===== src/rtl/neo_d0_sys_if.sv =====
// ============================================================================
// neo_d0_sys_if : Z80 bus, 68k sound-command strobe and decoded outputs of NEO-D0
// Rev 1.0
// ============================================================================
`default_nettype none

interface neo_d0_sys_if;
    // Z80 / 68k side
    logic [4:0] SDA_H;
    logic [2:0] SDA_L;
    logic       nSDRD;
    logic       nSDWR;
    logic       nMREQ;
    logic       nIORQ;
    logic       nSDW;

    // Divided clocks
    logic       CLK_12M;
    logic       CLK_68KCLK;
    logic       CLK_68KCLKB;
    logic       CLK_6MB;
    logic       CLK_1MB;

    // NMI and decoded strobes
    logic       nZ80NMI;
    logic       nSDZ80R;
    logic       nSDZ80W;
    logic       nSDZ80CLR;
    logic       nSDROM;
    logic       nSDMRD;
    logic       nSDMWR;
    logic       SDRD0;
    logic       SDRD1;
    logic       n2610CS;
    logic       n2610RD;
    logic       n2610WR;
    logic       nZRAMCS;

    modport master (
        output SDA_H, SDA_L, nSDRD, nSDWR, nMREQ, nIORQ, nSDW,
        input  CLK_12M, CLK_68KCLK, CLK_68KCLKB, CLK_6MB, CLK_1MB,
        input  nZ80NMI, nSDZ80R, nSDZ80W, nSDZ80CLR, nSDROM, nSDMRD, nSDMWR,
        input  SDRD0, SDRD1, n2610CS, n2610RD, n2610WR, nZRAMCS
    );

    modport slave (
        input  SDA_H, SDA_L, nSDRD, nSDWR, nMREQ, nIORQ, nSDW,
        output CLK_12M, CLK_68KCLK, CLK_68KCLKB, CLK_6MB, CLK_1MB,
        output nZ80NMI, nSDZ80R, nSDZ80W, nSDZ80CLR, nSDROM, nSDMRD, nSDMWR,
        output SDRD0, SDRD1, n2610CS, n2610RD, n2610WR, nZRAMCS
    );
endinterface

`default_nettype wire


===== src/rtl/neo_d0_sys.sv =====
// ============================================================================
// neo_d0_sys : NEO-D0 clock divider, Z80 memory/IO decoder and NMI controller
// Rev 1.0
// ============================================================================
`default_nettype none

module neo_d0_sys (
    input  logic        CLK_24M,
    input  logic        nRESET,
    neo_d0_sys_if.slave bus
);

    localparam logic [2:0] c_port_latch = 3'd0;  // 00-03
    localparam logic [2:0] c_port_ym    = 3'd1;  // 04-07
    localparam logic [2:0] c_port_bank0 = 3'd2;  // 08-0B
    localparam logic [2:0] c_port_bank1 = 3'd3;  // 0C-0F
    localparam logic [2:0] c_port_nmids = 3'd6;  // 18-1B
    localparam logic [4:0] c_ram_page   = 5'b11111;

    // Bit positions in the synchronizer vector
    localparam int c_ev_sdw  = 0;
    localparam int c_ev_lrd  = 1;
    localparam int c_ev_nen  = 2;
    localparam int c_ev_ndis = 3;
    localparam int c_ev_n    = 4;

    // ------------------------------------------------------------------------
    // Clock divider
    // ------------------------------------------------------------------------
    logic [3:0] div_q;
    logic [3:0] div_d;

    assign div_d = div_q + 4'd1;

    always_ff @(posedge CLK_24M or negedge nRESET) begin
        if (!nRESET) begin
            div_q <= 4'd0;
        end else begin
            div_q <= div_d;
        end
    end

    assign bus.CLK_12M     = div_q[0];
    assign bus.CLK_68KCLK  = div_q[0];
    assign bus.CLK_68KCLKB = ~div_q[0];
    assign bus.CLK_6MB     = ~div_q[1];
    assign bus.CLK_1MB     = ~div_q[3];

    // ------------------------------------------------------------------------
    // Memory decode
    // ------------------------------------------------------------------------
    logic w_mem;
    logic w_ram_page;

    assign w_mem      = ~bus.nMREQ;
    assign w_ram_page = (bus.SDA_H == c_ram_page);

    assign bus.nSDMRD  = bus.nMREQ | bus.nSDRD;
    assign bus.nSDMWR  = bus.nMREQ | bus.nSDWR;
    assign bus.nZRAMCS = ~(w_mem & w_ram_page);
    assign bus.nSDROM  = ~(w_mem & ~w_ram_page);

    // ------------------------------------------------------------------------
    // IO decode
    // ------------------------------------------------------------------------
    logic w_rd;
    logic w_wr;
    logic w_sel_latch;
    logic w_sel_ym;
    logic w_sel_bank0;
    logic w_sel_bank1;
    logic w_sel_nmids;

    assign w_rd = ~bus.nSDRD;
    assign w_wr = ~bus.nSDWR;

    always_comb begin
        w_sel_latch = 1'b0;
        w_sel_ym    = 1'b0;
        w_sel_bank0 = 1'b0;
        w_sel_bank1 = 1'b0;
        w_sel_nmids = 1'b0;
        if (!bus.nIORQ) begin
            case (bus.SDA_L)
                c_port_latch: w_sel_latch = 1'b1;
                c_port_ym:    w_sel_ym    = 1'b1;
                c_port_bank0: w_sel_bank0 = 1'b1;
                c_port_bank1: w_sel_bank1 = 1'b1;
                c_port_nmids: w_sel_nmids = 1'b1;
                default:      ;
            endcase
        end
    end

    assign bus.nSDZ80R   = ~(w_sel_latch & w_rd);
    assign bus.nSDZ80CLR = ~(w_sel_latch & w_wr);
    assign bus.n2610CS   = ~w_sel_ym;
    assign bus.n2610RD   = ~(w_sel_ym & w_rd);
    assign bus.n2610WR   = ~(w_sel_ym & w_wr);
    assign bus.SDRD0     = w_sel_bank0 & w_rd;
    assign bus.SDRD1     = w_sel_bank1 & w_rd;
    assign bus.nSDZ80W   = ~(w_sel_bank1 & w_wr);

    // ------------------------------------------------------------------------
    // NMI logic: asynchronous strobes are synchronised, then the falling edge
    // of the active-high condition marks the end of the access.
    // ------------------------------------------------------------------------
    logic [c_ev_n-1:0] w_ev_raw;
    logic [c_ev_n-1:0] sync1_q;
    logic [c_ev_n-1:0] sync2_q;
    logic [c_ev_n-1:0] sync3_q;
    logic [c_ev_n-1:0] w_ev_end;

    assign w_ev_raw[c_ev_sdw]  = ~bus.nSDW;
    assign w_ev_raw[c_ev_lrd]  = w_sel_latch & w_rd;
    assign w_ev_raw[c_ev_nen]  = w_sel_bank0 & w_wr;
    assign w_ev_raw[c_ev_ndis] = w_sel_nmids & w_wr;

    always_ff @(posedge CLK_24M or negedge nRESET) begin
        if (!nRESET) begin
            sync1_q <= '0;
            sync2_q <= '0;
            sync3_q <= '0;
        end else begin
            sync1_q <= w_ev_raw;
            sync2_q <= sync1_q;
            sync3_q <= sync2_q;
        end
    end

    assign w_ev_end = sync3_q & ~sync2_q;

    logic nmi_en_q;
    logic nmi_en_d;
    logic pending_q;
    logic pending_d;
    logic nmi_n_q;

    always_comb begin
        nmi_en_d = nmi_en_q;
        if (w_ev_end[c_ev_nen]) begin
            nmi_en_d = 1'b1;
        end else if (sync2_q[c_ev_ndis]) begin
            nmi_en_d = 1'b0;
        end
    end

    // A new sound command must never be lost to a simultaneous latch read.
    always_comb begin
        pending_d = pending_q;
        if (w_ev_end[c_ev_sdw]) begin
            pending_d = 1'b1;
        end else if (w_ev_end[c_ev_lrd]) begin
            pending_d = 1'b0;
        end
    end

    always_ff @(posedge CLK_24M or negedge nRESET) begin
        if (!nRESET) begin
            nmi_en_q  <= 1'b0;
            pending_q <= 1'b0;
            nmi_n_q   <= 1'b1;
        end else begin
            nmi_en_q  <= nmi_en_d;
            pending_q <= pending_d;
            nmi_n_q   <= ~(nmi_en_q & pending_q);
        end
    end

    assign bus.nZ80NMI = nmi_n_q;

endmodule

`default_nettype wire


===== src/flat_wrapper.sv =====
// flat-port wrapper written by rule: the top's interface ports become plain ports
module neo_d0_sys_flat 
  (CLK_24M, nRESET, bus_SDA_H, bus_SDA_L, bus_nSDRD, bus_nSDWR, bus_nMREQ, bus_nIORQ, bus_nSDW, bus_CLK_12M, bus_CLK_68KCLK, bus_CLK_68KCLKB, bus_CLK_6MB, bus_CLK_1MB, bus_nZ80NMI, bus_nSDZ80R, bus_nSDZ80W, bus_nSDZ80CLR, bus_nSDROM, bus_nSDMRD, bus_nSDMWR, bus_SDRD0, bus_SDRD1, bus_n2610CS, bus_n2610RD, bus_n2610WR, bus_nZRAMCS);
  neo_d0_sys_if bus_i ();
  input  logic CLK_24M;
  input  logic nRESET;
  input wire logic [$bits(bus_i.SDA_H)-1:0] bus_SDA_H;
  input wire logic [$bits(bus_i.SDA_L)-1:0] bus_SDA_L;
  input wire logic [$bits(bus_i.nSDRD)-1:0] bus_nSDRD;
  input wire logic [$bits(bus_i.nSDWR)-1:0] bus_nSDWR;
  input wire logic [$bits(bus_i.nMREQ)-1:0] bus_nMREQ;
  input wire logic [$bits(bus_i.nIORQ)-1:0] bus_nIORQ;
  input wire logic [$bits(bus_i.nSDW)-1:0] bus_nSDW;
  output wire logic [$bits(bus_i.CLK_12M)-1:0] bus_CLK_12M;
  output wire logic [$bits(bus_i.CLK_68KCLK)-1:0] bus_CLK_68KCLK;
  output wire logic [$bits(bus_i.CLK_68KCLKB)-1:0] bus_CLK_68KCLKB;
  output wire logic [$bits(bus_i.CLK_6MB)-1:0] bus_CLK_6MB;
  output wire logic [$bits(bus_i.CLK_1MB)-1:0] bus_CLK_1MB;
  output wire logic [$bits(bus_i.nZ80NMI)-1:0] bus_nZ80NMI;
  output wire logic [$bits(bus_i.nSDZ80R)-1:0] bus_nSDZ80R;
  output wire logic [$bits(bus_i.nSDZ80W)-1:0] bus_nSDZ80W;
  output wire logic [$bits(bus_i.nSDZ80CLR)-1:0] bus_nSDZ80CLR;
  output wire logic [$bits(bus_i.nSDROM)-1:0] bus_nSDROM;
  output wire logic [$bits(bus_i.nSDMRD)-1:0] bus_nSDMRD;
  output wire logic [$bits(bus_i.nSDMWR)-1:0] bus_nSDMWR;
  output wire logic [$bits(bus_i.SDRD0)-1:0] bus_SDRD0;
  output wire logic [$bits(bus_i.SDRD1)-1:0] bus_SDRD1;
  output wire logic [$bits(bus_i.n2610CS)-1:0] bus_n2610CS;
  output wire logic [$bits(bus_i.n2610RD)-1:0] bus_n2610RD;
  output wire logic [$bits(bus_i.n2610WR)-1:0] bus_n2610WR;
  output wire logic [$bits(bus_i.nZRAMCS)-1:0] bus_nZRAMCS;
  assign bus_i.SDA_H = bus_SDA_H;
  assign bus_i.SDA_L = bus_SDA_L;
  assign bus_i.nSDRD = bus_nSDRD;
  assign bus_i.nSDWR = bus_nSDWR;
  assign bus_i.nMREQ = bus_nMREQ;
  assign bus_i.nIORQ = bus_nIORQ;
  assign bus_i.nSDW = bus_nSDW;
  assign bus_CLK_12M = bus_i.CLK_12M;
  assign bus_CLK_68KCLK = bus_i.CLK_68KCLK;
  assign bus_CLK_68KCLKB = bus_i.CLK_68KCLKB;
  assign bus_CLK_6MB = bus_i.CLK_6MB;
  assign bus_CLK_1MB = bus_i.CLK_1MB;
  assign bus_nZ80NMI = bus_i.nZ80NMI;
  assign bus_nSDZ80R = bus_i.nSDZ80R;
  assign bus_nSDZ80W = bus_i.nSDZ80W;
  assign bus_nSDZ80CLR = bus_i.nSDZ80CLR;
  assign bus_nSDROM = bus_i.nSDROM;
  assign bus_nSDMRD = bus_i.nSDMRD;
  assign bus_nSDMWR = bus_i.nSDMWR;
  assign bus_SDRD0 = bus_i.SDRD0;
  assign bus_SDRD1 = bus_i.SDRD1;
  assign bus_n2610CS = bus_i.n2610CS;
  assign bus_n2610RD = bus_i.n2610RD;
  assign bus_n2610WR = bus_i.n2610WR;
  assign bus_nZRAMCS = bus_i.nZRAMCS;
  neo_d0_sys u_core (.CLK_24M(CLK_24M), .nRESET(nRESET), .bus(bus_i));
endmodule

===== config.mk =====
export PLATFORM = sky130hd
export DESIGN_NAME = neo_d0_sys_flat
export DESIGN_NICKNAME = d
export VERILOG_FILES = /design/src/rtl/neo_d0_sys_if.sv /design/src/rtl/neo_d0_sys.sv /design/src/flat_wrapper.sv
export SDC_FILE = /design/constraint.sdc
export NUM_CORES = 1
export LEC_CHECK = 0
export BUFFER_PORTS_ARGS = -buffer_cell sky130_fd_sc_hd__buf_2
export CELL_PAD_IN_SITES_DETAIL_PLACEMENT = 1
export CELL_PAD_IN_SITES_GLOBAL_PLACEMENT = 1
export CORE_MARGIN = 3
export CORE_UTILIZATION = 30
export CTS_CLUSTER_DIAMETER = 80
export DETAILED_ROUTE_END_ITERATION = 8
export GPL_TIMING_DRIVEN = 0
export MAX_ROUTING_LAYER = met4
export PLACE_DENSITY = 0.75
export SYNTH_ARGS = -nofsm -noshare
export SYNTH_HDL_FRONTEND = slang
export SYNTH_SLANG_ARGS = --single-unit
export TNS_END_PERCENT = 30

===== constraint.sdc =====
create_clock -name CLK_24M -period 0.8 [get_ports CLK_24M]
set_input_delay 0.16 -clock CLK_24M [delete_from_list [all_inputs] [get_ports CLK_24M]]
set_output_delay 0.16 -clock CLK_24M [all_outputs]
set_load 0.005 [all_outputs]

==> results of run 1 <==
[what timing repair did]
action                     CTS  global route
gates resized for setup     23             5
hold buffers                 2             0
pin swaps                    5             4
hold endpoints to repair    18             0
setup buffers                3             0
gates cloned                 0             0
setup endpoints to repair   20            19
[state kept, by name, summed over array words and instances (netlist names)]
signal              flops
u_core.bus.nZ80NMI      1
u_core.sync3_q          3
u_core.sync2_q          4
u_core.pending_q        1
u_core.sync1_q          4
u_core.div_q            4
u_core.nmi_en_q         1
[synthesized netlist by cell type (all sizes together)]
| cell type | n | area, µm² |
|---|---|---|
| nand4b | 1 | 8.76 |
| buf | 1 | 7.51 |
| and4b | 1 | 10.0 |
| a31o | 1 | 8.76 |
| nand3b | 1 | 7.51 |
| nor3 | 1 | 5.00 |
| or2 | 2 | 12.5 |
| nor4b | 1 | 15.0 |
| nor2b | 1 | 6.26 |
| and3 | 1 | 6.26 |
| dfrtp | 17 | 425 |
| and3b | 1 | 10.0 |
| dfstp | 1 | 26.3 |
| nor2 | 3 | 18.8 |
| nand2b | 2 | 12.5 |
| nand2 | 4 | 15.0 |
| xor2 | 1 | 8.76 |
| o22ai | 1 | 6.26 |
| xnor2 | 1 | 8.76 |
| nor4 | 1 | 6.26 |
| inv | 7 | 26.3 |
| a22o | 1 | 8.76 |
| nand3 | 3 | 15.0 |
| and4bb | 1 | 12.5 |
| ha | 1 | 12.5 |
[per-layer routing]
layer / vias to the layer above / track usage [%]
met5: - / -
met4: 0 / 4.98
met3: 2 / 1.63
met2: 30 / 23.3
met1: 279 / 12.4
li1: 268 / -
[worst paths after layout]
path / from / endpoint / slack, ns / depth (start not counted)
min reg2reg: u_core.sync1_q[3]$_DFF_PN0_ / u_core.sync2_q[3]$_DFF_PN0_ / 0.35 / 0
max reg2reg: u_core.div_q[0]$_DFF_PN0_ / u_core.div_q[2]$_DFF_PN0_ / -0.19 / 3
max: u_core.div_q[0]$_DFF_PN0_ / bus_CLK_68KCLK / -0.31 / 2
max in group asynchronous: nRESET / u_core.bus.nZ80NMI$_DFF_PN1_ / 0.18 / 2
min in group asynchronous: nRESET / u_core.sync2_q[1]$_DFF_PN0_ / 0.31 / 2
min: bus_nIORQ / u_core.sync1_q[3]$_DFF_PN0_ / 0.04 / 2
[metrics by stage]
stage	hold WS, ns	TNS, ns	power [mW]	std cells	cell area, µm²
2_1_floorplan	-0.136	-0.0338	1.05	56	703
3_3_place_gp	0.0920	-1.18	1.15	115	897
3_5_place_dp	0.104	-1.48	1.16	115	897
4_1_cts	0.0290	-2.43	1.77	124	1060
5_1_grt	0.0250	-3.20	1.87	124	1100
6_report	0.0411	-2.29	1.76	124	1100
[layout make-up]
| type | count | area, µm² | area share, % |
|---|---|---|---|
| plain buffers | 1 | 11.3 | 1.03 |
| clock buffers | 4 | 36.3 | 3.31 |
| inverters | 7 | 26.3 | 2.40 |
| multi-input cells | 30 | 270 | 24.7 |
| flip-flops and latches | 18 | 452 | 41.2 |
| well taps | 27 | 33.8 | 3.08 |
| repair buffers | 37 | 267 | 24.3 |
[worst max-delay path, delay by kind of cell, from the launching register on]
| family | cells | cell delay (ns) |
|---|---|---|
| DFF | 1 | 0.43 |
| buffers and inverters | 2 | 0.23 |
[cells by family (layout without fill, tap and decap cells)]
logic type,Yosys count,in the layout,synth area share [%]
fa+ha+maj,1,1,1.79
simple gates,24,24,23.0
flops,18,18,64.5
xor+xnor,2,2,2.50
buf+inv,8,49,4.82
compound gates,3,3,3.39
[power breakdown]
group          leakage [nW]  internal (mW)  switching [mW]
logic                 0.282          0.139           0.102
registers             0.229          0.958          0.0193
clock network        0.0210          0.277           0.268
total                 0.533           1.37           0.389
==> flow_summary.json, run 1 <==
{
  "status": "finished with violations",
  "violations": "setup timing",
  "yosys_warnings": 0,
  "area_delta_synth_final_pct": 56.4,
  "drive_gt1_share_pct": 55.7,
  "drt-vias-per-instance": 4.67,
  "worstSetupStartpointType": "register",
  "irDropWorstVdd_mv": 0.739,
  "clock-skew-final_ns": 0.000387,
  "dr.pass1.iters": 1,
  "num_antenna_cells": 0,
  "wl_met2_um": 834,
  "clk_latency_ns": 0.29,
  "synth-seq-area-share_pct": 64.5,
  "dieWidth_um": 54.3,
  "slowest_delay_ns": 0.43,
  "dieArea_um2": 2950,
  "clockRootBuffer": "clkbuf_4",
  "cts_tree": "built",
  "cp_slowest_cell": "dfrtp_1",
  "rows": 16,
  "worstMarginPinSlew_ns": 0.385,
  "netlist_instances": 56,
  "grt-ovfl-total": 0,
  "wirelength_mm": 1.57,
  "nets": 114,
  "period_share_pct": 138,
  "nFillCells": 219,
  "io_pins": 33,
  "start_util_pct": 33.7,
  "worstPathArrival_ns": 0.95,
  "hold_viol_final": 0,
  "highest_layer": "met4",
  "dp_hpwl_mm": 1.16,
  "end_kind": "output port",
  "critPathKind": "register to output port",
  "clkTransAtPathRegs_ns": 0.10,
  "cp_common_cell": "buf_6",
  "rsz0062_at_grt": "yes",
  "layout_commonest_cell": "buf_2",
  "postLayoutCoreUtil_pct": 52.6,
  "finalMaxSlewViolations": 0,
  "preCtsSetupSlack_ns": -0.231,
  "crit_chain": "buf_6, buf_6",
  "hold_class": "input port to register",
  "synth_nets": 72,
  "vias": 579,
  "max_freq_ghz": 0.903,
  "grt_antenna_before_repair": 0,
  "cts.htree.levels": 1,
  "clockBufferDepth": 2,
  "drc_errors": 0,
  "wl_met1_um": 584,
  "path_max_fanout": 4,
  "drtIter0Drc": 0,
  "clkSinkCount": 18,
  "port_buffers": 32,
  "grt_use_total_pct": 12.2,
  "wl_met3_um": 132,
  "grt_first_pass_wirelength_mm": 2.56,
  "final_cell_mix": "23 x buf_2, 17 x dfrtp_1, 7 x inv_1, 6 x buf_6",
  "period_needed_ns": 1.11,
  "ant_nets": 0,
  "yosys_register_bits": 18,
  "power_density_nw_per_um2": 1610,
  "grt_pass1_vias": 637,
  "die_y_um": 54.3,
  "maxCapViolations": 0,
  "grt_max_degree": 19,
  "syn_area_per_cell_um2": 12.5,
  "synthesis.area_um2": 701,
  "ys_types": 26,
  "wire_per_inst_um": 12.7,
  "layout_setup_ws_ns": -0.307,
  "leakage_nw": 0.533,
  "routabilityCongestion": 0.687,
  "slew_headroom_pct": 74.3,
  "setup_viol": 17,
  "coreArea_um2": 2080,
  "numCtsBuffers": 3,
  "worstPathRequired_ns": 0.64
}
Note: power is estimated with default switching activity, not from simulation.
==> run 2: changes to the inputs <==
Settings changed: CORE_MARGIN 3 to default, TNS_END_PERCENT 30 to 20.
==> flow_summary.json, run 2 (same netlist as run 1, synthesis figures left out) <==
{
  "status": "finished with violations",
  "violations": "setup timing",
  "nFillCells": 250,
  "start_util_pct": 31.7,
  "grt_first_pass_wirelength_mm": 2.48,
  "end_kind": "output port",
  "cts_tree": "built",
  "maxCapViolations": 0,
  "grt_antenna_before_repair": 0,
  "clockRootBuffer": "clkbuf_4",
  "power.switching_uw": 395,
  "clockBufferDepth": 2,
  "wire_per_inst_um": 12.2,
  "power_density_nw_per_um2": 1610,
  "dr.pass1.iters": 2,
  "swShare_pct": 22.5,
  "grt-ovfl-total": 0,
  "critPathKind": "register to output port",
  "area_delta_synth_final_pct": 56.1,
  "wirelength_mm": 1.50,
  "setup_viol": 16,
  "dp_hpwl_mm": 1.03,
  "setup_tns_ns": -2.36,
  "period_share_pct": 140,
  "leakage_nw": 0.521,
  "finalMaxSlewViolations": 0,
  "vias": 567,
  "rows": 17,
  "ff_latch_area_um2": 453,
  "worstPathRequired_ns": 0.64,
  "port_buffers": 32,
  "power.total_mw": 1.76,
  "dieArea_um2": 2530,
  "routabilityCongestion": 0.666,
  "period_needed_ns": 1.12,
  "worstMarginPinSlew_ns": 0.385,
  "multi_input_area_um2": 262,
  "clkSinkCount": 18,
  "path_max_fanout": 4,
  "layout_setup_ws_ns": -0.320,
  "drtIter0Drc": 5,
  "slew_headroom_pct": 74.3,
  "top_regs": "u_core.div_q: 4 flops, u_core.sync1_q: 4 flops, u_core.sync2_q: 4 flops",
  "pwr-share-comb_pct": 13.1,
  "num_antenna_cells": 0,
  "clock-skew-final_ns": 0.00205,
  "drt-vias-per-instance": 4.61,
  "grt_max_degree": 19,
  "clk_latency_ns": 0.29,
  "internal-power_mw": 1.36,
  "max_freq_ghz": 0.893,
  "dieWidth_um": 50.3,
  "preCtsSetupSlack_ns": -0.231,
  "hold_ws_ns": 0.0282,
  "drive_gt1_share_pct": 56.8,
  "worstPathArrival_ns": 0.96,
  "grt_use_total_pct": 13.9,
  "hold_class": "input port to register",
  "numCtsBuffers": 3,
  "clkTransAtPathRegs_ns": 0.10,
  "grt_pass1_vias": 570,
  "coreArea_um2": 2210,
  "clockPowerShare_pct": 31.6,
  "nets": 112,
  "irDropWorstVdd_mv": 0.660,
  "drc_errors": 0,
  "cts.htree.levels": 1,
  "die_y_um": 50.3,
  "io_pins": 33,
  "layout_commonest_cell": "buf_2",
  "power_frac_seq_pct": 55.3,
  "rsz0062_at_grt": "yes",
  "final_cell_mix": "20 x buf_2, 16 x dfrtp_1, 9 x buf_6, 6 x inv_1, 4 x nand2_1",
  "hold_viol_final": 0,
  "worstSetupStartpointType": "register",
  "ant_nets": 0
}
run 2: per-layer routing:
| layer | GRT usage, % | wire length (µm) | share of wire (%) |
|---|---|---|---|
| met1 | 13.7 | 590 | 39 |
| met4 | 9.72 | 10 | 0.67 |
| met2 | 24.4 | 802 | 53 |
| met3 | 2.73 | 99 | 6.6 |
| met5 | - | 0 | 0 |
run 2: repair_timing:
item                                    CTS  global route
gates resized for setup                  24            10
buffers inserted                          1             0
pin swaps                                 4             2
hold endpoints to repair                 18             0
endpoints found under the setup margin   20            20
hold buffers                              2             0
run 2: critical path: stages, from the launching register on:
cell     delay [ns]
dfrtp_2        0.45
buf_6          0.12
buf_6          0.10
run 2: area by class of cell:
class / instances / share of cell area [%]
repair buffers: 35 / 24.7
plain buffers: 1 / 1.03
inverters: 7 / 2.40
multi-input cells: 30 / 23.9
clock buffers: 4 / 3.32
flip-flops and latches: 18 / 41.4
well taps: 28 / 3.20
run 2: metrics by stage:
stage	util (%)	cell area (µm²)	instances
4_1_cts	47.8	1060	123
6_report	49.4	1090	123
3_3_place_gp	40.6	898	116
5_1_grt	49.4	1090	123
2_1_floorplan	-	703	56
3_5_place_dp	40.6	898	116
run 2: power by group through the flow:
stage	clock [mW]	sequential (mW)	combinational [mW]
finish	0.556	0.974	0.230
global route	0.611	0.980	0.254
CTS	0.579	0.976	0.217
detailed placement	0	0.993	0.166
global placement	0	0.989	0.157
floorplan	0	0.990	0.0587
run 2: worst paths after layout:
check	startpoint	endpoint	slack [ns]	cells after the start
max	u_core.div_q[0]$_DFF_PN0_	bus_CLK_68KCLK	-0.32	2
min	bus_nSDWR	u_core.sync1_q[3]$_DFF_PN0_	0.03	2
max reg2reg	u_core.div_q[0]$_DFF_PN0_	u_core.div_q[2]$_DFF_PN0_	-0.19	3
min reg2reg	u_core.sync1_q[2]$_DFF_PN0_	u_core.sync2_q[2]$_DFF_PN0_	0.36	0
max in group asynchronous	nRESET	u_core.bus.nZ80NMI$_DFF_PN1_	0.18	2
min in group asynchronous	nRESET	u_core.pending_q$_DFFE_PN0P_	0.30	2
==> run 3: changes to the inputs <==
==> constraint.sdc (replaced) <==
create_clock -name CLK_24M -period 0.8 [get_ports CLK_24M]
set_input_delay 0.12 -clock CLK_24M [delete_from_list [all_inputs] [get_ports CLK_24M]]
set_output_delay 0.12 -clock CLK_24M [all_outputs]
set_load 0.005 [all_outputs]
==> flow_summary.json, run 3 (same netlist as run 1, synthesis figures left out) <==
{
  "reg2reg_depth": 2,
  "critPathTopFamily": "flip-flops",
  "clockRootBuffer": "clkbuf_4",
  "layout_commonest_cell": "buf_2",
  "critPathKind": "register to output port",
  "irDropWorstVdd_mv": 0.742,
  "drt-vias-per-instance": 4.54,
  "dr.pass1.iters": 1,
  "num_antenna_cells": 0,
  "dp_hpwl_mm": 1.03,
  "grt_pass1_vias": 558,
  "placed_cell_area_um2": 898,
  "rr_endpoint": "u_core.div_q[2]$_DFF_PN0_",
  "crit_chain": "buf_6, buf_6",
  "status": "finished with violations",
  "worstMarginPinSlew_ns": 0.382,
  "ant_nets": 0,
  "rows": 17,
  "setup_viol": 11,
  "coreArea_um2": 2210,
  "slew_headroom_pct": 74.5,
  "grt_use_total_pct": 13.5,
  "hold_depth": 2,
  "grt-ovfl-total": 0,
  "grt_antenna_before_repair": 0,
  "worstPathArrival_ns": 0.98,
  "clock-skew-final_ns": 0.00194,
  "start_util_pct": 31.7,
  "rsz0062_at_grt": "yes",
  "cts_tree": "built",
  "leakage_nw": 0.505,
  "grt_max_degree": 19,
  "numCtsBuffers": 3,
  "clk_latency_ns": 0.29,
  "dieWidth_um": 50.3,
  "worstSetupStartpointType": "register",
  "setup_tns_ns": -1.49,
  "clkSinkCount": 18,
  "hold_viol_final": 2,
  "vias": 558,
  "hold_class": "input port to register",
  "area_delta_synth_final_pct": 49.3,
  "preCtsSetupSlack_ns": -0.151,
  "hold_ws_ns": -0.00880,
  "dieArea_um2": 2530,
  "nets": 112,
  "drc_errors": 0,
  "wirelength_mm": 1.39,
  "cts.htree.levels": 1,
  "power_density_nw_per_um2": 1660,
  "end_kind": "output port",
  "routabilityCongestion": 0.666,
  "port_buffers": 32,
  "final_cell_mix": "26 x buf_2, 16 x dfrtp_1, 6 x inv_1, 6 x buf_6, 4 x nand2_1",
  "drtIter0Drc": 0,
  "r2r_slack_ns": -0.08,
  "nFillCells": 253,
  "postLayoutCellArea_um2": 1050,
  "clockBufferDepth": 2,
  "maxCapViolations": 0,
  "grt_first_pass_wirelength_mm": 2.38,
  "period_share_pct": 137,
  "violations": "hold timing, setup timing",
  "max_freq_ghz": 0.911,
  "clkTransAtPathRegs_ns": 0.10,
  "path_max_fanout": 5,
  "crit_buf_inv": 2,
  "io_pins": 33,
  "layout_setup_ws_ns": -0.298,
  "worstPathRequired_ns": 0.68,
  "top_regs": "u_core.div_q: 4 flops, u_core.sync1_q: 4 flops, u_core.sync2_q: 4 flops",
  "slowest_delay_ns": 0.46,
  "period_needed_ns": 1.10,
  "wire_per_inst_um": 11.3,
  "ctsHoldBuffers": 2,
  "finalMaxSlewViolations": 0,
  "hold_end": "u_core.sync1_q[3]$_DFF_PN0_",
  "cp_slowest_cell": "dfrtp_2",
  "die_y_um": 50.3,
  "worst_r2r_startpoint": "u_core.div_q[0]$_DFF_PN0_",
  "drive_gt1_share_pct": 56.8,
  "cp_common_cell": "buf_6",
  "min_from": "bus_nSDWR"
}
[run 3: cell counts in the layout (fill, tap and decap cells not counted)]
No cell type changed its count.
[run 3: how the worst max path moves through the flow]
stage | startpoint | end | slack, ns | cells past startpoint
finish | u_core.div_q[0]$_DFF_PN0_ | bus_CLK_68KCLK | -0.30 | 2
CTS | u_core.div_q[0]$_DFF_PN0_ | bus_CLK_68KCLK | -0.32 | 2
detailed placement | bus_SDA_L[2] | bus_nSDZ80W | -0.15 | 4
floorplan | u_core.div_q[0]$_DFF_PN0_ | u_core.div_q[2]$_DFF_PN0_ | -0.03 | 2
global route | u_core.div_q[0]$_DFF_PN0_ | bus_CLK_68KCLK | -0.35 | 2
global placement | bus_SDA_L[2] | bus_nSDZ80W | -0.13 | 4
[run 3: cell type report]
type                            instances  area, µm²  area share (%)
Sequential cell                        18        453            43.3
Multi-Input combinational cell         30        255            24.4
Timing Repair Buffer                   35        229            21.9
Clock buffer                            4       36.3            3.47
Tap cell                               28       35.0            3.35
Inverter                                7       26.3            2.51
Buffer                                  1       11.3            1.08
[run 3: metal layers]
metal / up-vias / track usage, % / routed length (µm)
li1: 262 / - / -
met1: 263 / 13.3 / 564
met2: 31 / 23.3 / 702
met3: 2 / 2.73 / 109
met4: 0 / 9.72 / 10
met5: - / - / 0
[run 3: power by group]
part           switching (mW)  leakage [nW]  internal (mW)
clock                   0.279        0.0210          0.277
combinational          0.0966         0.254          0.105
sequential             0.0162         0.229          0.958
total                   0.391         0.505           1.34
[run 3: stage by stage]
step	power, mW	utilization (%)	instances
after floorplan	1.05	-	56
after global placement	1.15	40.6	116
after detailed placement	1.16	40.6	116
after CTS	1.76	46.8	123
after global routing	1.82	47.3	123
final	1.73	47.3	123
[run 3: timing repair]
| action | 4_1_cts | 5_1_grt |
|---|---|---|
| setup buffers | 1 | 0 |
| endpoints found under the hold margin | 20 | 2 |
| pin swaps | 5 | 1 |
| endpoints found under the setup margin | 15 | 18 |
| resized for setup | 17 | 3 |
